[src/rtl/snake_mem_arbiter.sv]
// Single-port arbiter for the snake tail memory: VGA renderer (read-only) has priority,
// the game side is guaranteed service after STARVE_LIMIT consecutive lost arbitrations.
module snake_mem_arbiter #(
    parameter int ADDR_W       = 6,
    parameter int DATA_W       = 12,
    parameter int STARVE_LIMIT = 4
) (
    input  logic              clk,
    input  logic              reset,
    input  logic              game_req,
    input  logic              game_we,
    input  logic [ADDR_W-1:0] game_addr,
    input  logic [DATA_W-1:0] game_wdata,
    output logic              game_ack,
    output logic [DATA_W-1:0] game_rdata,
    input  logic              vga_req,
    input  logic [ADDR_W-1:0] vga_addr,
    output logic              vga_ack,
    output logic [DATA_W-1:0] vga_rdata,
    output logic              mem_read_write,
    output logic [ADDR_W-1:0] mem_addr,
    output logic [DATA_W-1:0] mem_wdata,
    input  logic [DATA_W-1:0] mem_rdata,
    output logic [1:0]        state_dbg,
    output logic [3:0]        starve_cnt_dbg
);

    // Handshake: each requester holds req (and its payload) high until it sees a one-cycle
    // ack; ack is issued in RESP, two cycles after the request is sampled in IDLE.
    typedef enum logic [1:0] {
        IDLE   = 2'd0,
        ACCESS = 2'd1,
        RESP   = 2'd2
    } state_t;

    localparam logic [3:0] LIMIT = 4'(STARVE_LIMIT);

    state_t     state, state_next;
    logic       owner_game;
    logic       acc_we;
    logic       start;
    logic       game_wins;
    logic [3:0] starve_cnt, starve_next;

    always_ff @(posedge clk or posedge reset) begin
        if (reset) begin
            state <= IDLE;
        end else begin
            state <= state_next;
        end
    end

    always_comb begin
        state_next  = state;
        start       = 1'b0;
        game_wins   = 1'b0;
        starve_next = starve_cnt;
        case (state)
            IDLE: begin
                game_wins = game_req && (!vga_req || (starve_cnt == LIMIT));
                // An absent game request forgets any accumulated starvation.
                if (!game_req) begin
                    starve_next = 4'd0;
                end
                if (game_req || vga_req) begin
                    start      = 1'b1;
                    state_next = ACCESS;
                    if (game_wins) begin
                        starve_next = 4'd0;
                    end else if (game_req && (starve_cnt < LIMIT)) begin
                        starve_next = starve_cnt + 4'd1;
                    end
                end
            end
            ACCESS:  state_next = RESP;
            RESP:    state_next = IDLE;
            default: state_next = IDLE;
        endcase
    end

    always_ff @(posedge clk or posedge reset) begin
        if (reset) begin
            owner_game <= 1'b0;
            acc_we     <= 1'b0;
            mem_addr   <= '0;
            mem_wdata  <= '0;
            game_rdata <= '0;
            vga_rdata  <= '0;
            starve_cnt <= 4'd0;
        end else begin
            starve_cnt <= starve_next;
            if (start) begin
                owner_game <= game_wins;
                acc_we     <= game_wins && game_we;
                mem_addr   <= game_wins ? game_addr : vga_addr;
                if (game_wins) begin
                    mem_wdata <= game_wdata;
                end
            end
            // Read data lands in the owner's register at the end of ACCESS only.
            if ((state == ACCESS) && !acc_we) begin
                if (owner_game) begin
                    game_rdata <= mem_rdata;
                end else begin
                    vga_rdata <= mem_rdata;
                end
            end
        end
    end

    assign mem_read_write = (state == ACCESS) && owner_game && acc_we;
    assign game_ack       = (state == RESP) && owner_game;
    assign vga_ack        = (state == RESP) && !owner_game;
    assign state_dbg      = state;
    assign starve_cnt_dbg = starve_cnt;

endmodule

[config.mk]
export PLATFORM = sky130hd
export DESIGN_NAME = snake_mem_arbiter
export DESIGN_NICKNAME = d
export VERILOG_FILES = /design/src/rtl/snake_mem_arbiter.sv
export SDC_FILE = /design/constraint.sdc
export NUM_CORES = 1
export LEC_CHECK = 0
export CAP_MARGIN = 20
export CORE_AREA = 2 2 79 81
export CTS_BUF_LIST = sky130_fd_sc_hd__clkbuf_4 sky130_fd_sc_hd__clkbuf_8 sky130_fd_sc_hd__clkbuf_16
export CTS_CLUSTER_DIAMETER = 150
export DETAILED_ROUTE_END_ITERATION = 10
export DIE_AREA = 0 0 81 83
export PLACE_DENSITY = 0.78
export SETUP_SLACK_MARGIN = 0.1
export SLEW_MARGIN = 20
export SYNTH_ARGS = -nofsm -noshare
export SYNTH_HDL_FRONTEND = slang
export SYNTH_SLANG_ARGS = --single-unit
[constraint.sdc]
create_clock -name clk -period 1.63 [get_ports clk]
set_input_delay 0.2445 -clock clk [delete_from_list [all_inputs] [get_ports clk]]
set_output_delay 0.2445 -clock clk [all_outputs]
set_load 0.03 [all_outputs]
==> results of run 1 <==
area by class of cell:
type | instances | area (µm²) | share of cell area (%)
Sequential cell | 50 | 1260 | 35.1
Timing Repair Buffer | 113 | 1060 | 29.5
Multi-Input combinational cell | 90 | 1030 | 28.7
Tap cell | 75 | 93.8 | 2.62
Clock buffer | 6 | 82.6 | 2.31
Inverter | 8 | 33.8 | 0.944
Clock inverter | 1 | 30.0 | 0.839
cells by family after synthesis:
family,after synthesis,share of synthesized area [%]
adder cells (fa/ha/maj),2,1.17
buffers and inverters,17,3.74
AND/OR/NAND/NOR,22,6.96
AO/OA/AOI/OAI,30,10.6
flip-flops,50,58.5
multiplexers,36,19.0
Yosys cell counts, drive strengths merged:
library cell,n
o22ai,2
nand2,2
or2,2
ha,2
dfrtp,50
a211oi,1
nor3b,2
nor2b,1
inv,8
nor2,2
buf,4
and3b,2
nor3,6
nand3b,1
a31oi,2
o31a,1
nand3,2
clkbuf,5
o21a,1
o21ai,1
mux2,36
a21o,1
a2111oi,12
and3,2
o2111ai,1
a21oi,8
layout by cell type, fill, tap and decap left out, types with 2 or more instances in the layout:
cell and n:
nand2_1 2, a2111oi_4 9, buf_4 20, inv_2 3, a31oi_1 2, a21oi_1 8, dfrtp_2 4, mux2_4 2
o22ai_1 2, mux2_2 34, nor3_1 6, inv_1 4, and3_1 2, buf_12 4, a2111oi_2 2, clkdlybuf4s50_1 40
dfrtp_1 46, nand3_1 2, nor2_1 2, dlygate4sd2_1 47, clkbuf_8 6
power by group:
group          internal (mW)  switching (mW)
registers               1.85           0.332
clock network          0.492           0.394
logic                   1.70            2.27
critical path, cell delays in order (launching register included):
cell and delay, ns:
dfrtp_2 0.42, inv_2 0.09, ha_4 0.14, nand3b_4 0.10, a211oi_4 0.26, buf_12 0.18, mux2_2 0.33
worst max path at each step:
stage | from | to | slack [ns] | depth (start not counted)
6_report | starve_cnt_dbg[0] | mem_wdata[5] | -0.02 | 6
3_3_place_gp | vga_req | mem_wdata[5] | -0.02 | 4
5_1_grt | starve_cnt_dbg[0] | mem_wdata[5] | -0.09 | 6
4_1_cts | state_dbg[0] | mem_wdata[9] | -0.04 | 4
3_5_place_dp | vga_req | acc_we | -0.07 | 6
2_1_floorplan | starve_cnt_dbg[1] | mem_wdata[0] | -0.12 | 6
stage by stage:
stage	instances	hold WS [ns]	total power, mW	worst slack [ns]	area (µm²)
CTS	341	0.223	6.93	-0.0395	3470
detailed placement	333	0.495	6.42	-0.0726	3390
global route	343	0.231	7.44	-0.0907	3580
finish	343	0.219	7.04	-0.0166	3580
floorplan	157	0.396	4.66	-0.119	2260
global placement	333	0.489	6.35	-0.0222	3390
per-layer routing:
| layer | routed length, µm | global-route usage, % |
|---|---|---|
| met5 | 0 | 0 |
| met2 | 2820 | 27.9 |
| met3 | 255 | 2.83 |
| met4 | 170 | 7.09 |
| met1 | 2320 | 22.5 |
state kept, by name, summed over array words and instances, names as in the netlist:
name,cells
game_rdata,12
mem_wdata,12
vga_rdata,12
mem_addr,6
starve_cnt_dbg,4
state_dbg,2
acc_we,1
owner_game,1
repair_timing:
action | 4_1_cts | 5_1_grt
setup endpoints to repair | 69 | 34
resized for setup | 58 | 17
setup buffers | 1 | 2
pin swaps | 0 | 1
==> results.md, run 1 <==
* Status: complete, but fails checks
* Failing checks: negative setup slack
* CP arrival at 1.82 ns
* Post-synthesis sequential area ratio at 58.5%
* Cell row count at 28
* Yosys warning count at 0
* Synthesized net count at 200
* Final WS setup at -0.0166 ns
* Mapped Avg Cell Area at around 14 µm²
* Core Area at 5820 µm²
* Num CTS Buffers at 5
* Drt initial violations at 74
* DIE HEIGHT at 83 µm
* Placer Congestion at 0.928
* Initial antenna violation count at 0
* Setup CP Type: register to register
* GR Overflow Total at 0
* DIE WIDTH at slightly above 80 µm
* Setup violations, final at 10
* Max VDD drop at 973 µV
* Required @ worst endpoint at 1.80 ns
* DRT antenna net count at 0
* Final Max Slew Viols at 0
* Top cell type's share of synthesized area at around 60%
* Reg2reg end: mem_wdata[5]
* Register-to-register path setup slack at -0.02 ns
* CP Launch Type: register
* Share of cells above drive strength 1 at a little over a third
* Vias at 1735
* Area grow syn2layout at 67.4%
* Clock Skew at around 0.01 ns
* Synthesis-stage register bit count at 50
* Final WL at 5560 µm
* Slew HR at 75.7%
* Final core occ at 61.6%
* Leakage at roughly 1.5 nW
* Post-route setup TNS at -0.105 ns
* MaxCap Viol Count at 0
* Router iterations before antenna repair at 4
* Vias in the first global route at 1799
* # clock sinks at 50
* Post-layout min period at between 1.5 and 2 ns
* Worst skew pair latency at 0.29 ns
* Hold Path Class: input pin to asynchronous set/reset pin
* Largest net degree at the start of global routing at 21
* Number of vias per cell at about 5.1
* H-tree depth at 2
* DIE AREA at a little under 7000 µm²
* Drt wl/cell at around 16 µm
* DRC Markers at 0
* Maximum fanout along the worst path at 13
* CTS Hold Bufs at 0
* Clock slew at reported path FFs at 0.09 ns
* Mapped Area at 2140 µm²
* Clk buf depth at 2
* Cells after Synth at 157
* Period utilisation layout at 101%
* Yosys top cell by area: dfrtp_1
* Fmax at 607 MHz
* Antenna cells at 0
* Worst setup EP type: register
* Fin. Hold Viols at 0
* Synth area leaders: dfrtp_1 (59%), mux2_2 (19%), a2111oi_0 (4.9%)
* Final Net Count at roughly 310
* Final-layout fill cell count at slightly below 500
* Initial Util at between 30% and 40%
* TritonCTS clock tree: yes
* Global-route wire length before repair at approximately 9000 µm
* FF-to-FF Start: starve_cnt_dbg[0]
* Io pins at between 90 and 100
* Slew @ Worst Pin at 0.355 ns
* Root Driver: clkbuf_8
* Yosys cell types at 30
* Total Routing Usage GR at 17.2%
* Power per cell area at about 2000 nW/µm²
* PortBufs at 91
* DP HPWL at around 4000 µm
* RSZ-0062 raised after global routing: yes
* FF-to-FF path depth at 6
(Power assumes the default switching activity.)
==> run 2: changes to the inputs <==
--- a/config.mk
+++ b/config.mk
@@ -5,6 +5,7 @@
 export SDC_FILE = /design/constraint.sdc
 export NUM_CORES = 1
 export LEC_CHECK = 0
+export ABC_CLOCK_PERIOD_IN_PS = 1630
 export CAP_MARGIN = 20
 export CORE_AREA = 2 2 79 81
 export CTS_BUF_LIST = sky130_fd_sc_hd__clkbuf_4 sky130_fd_sc_hd__clkbuf_8 sky130_fd_sc_hd__clkbuf_16
==> results of run 2 <==
Same layout as run 1: the final DEF is identical, and so are final timing and power.
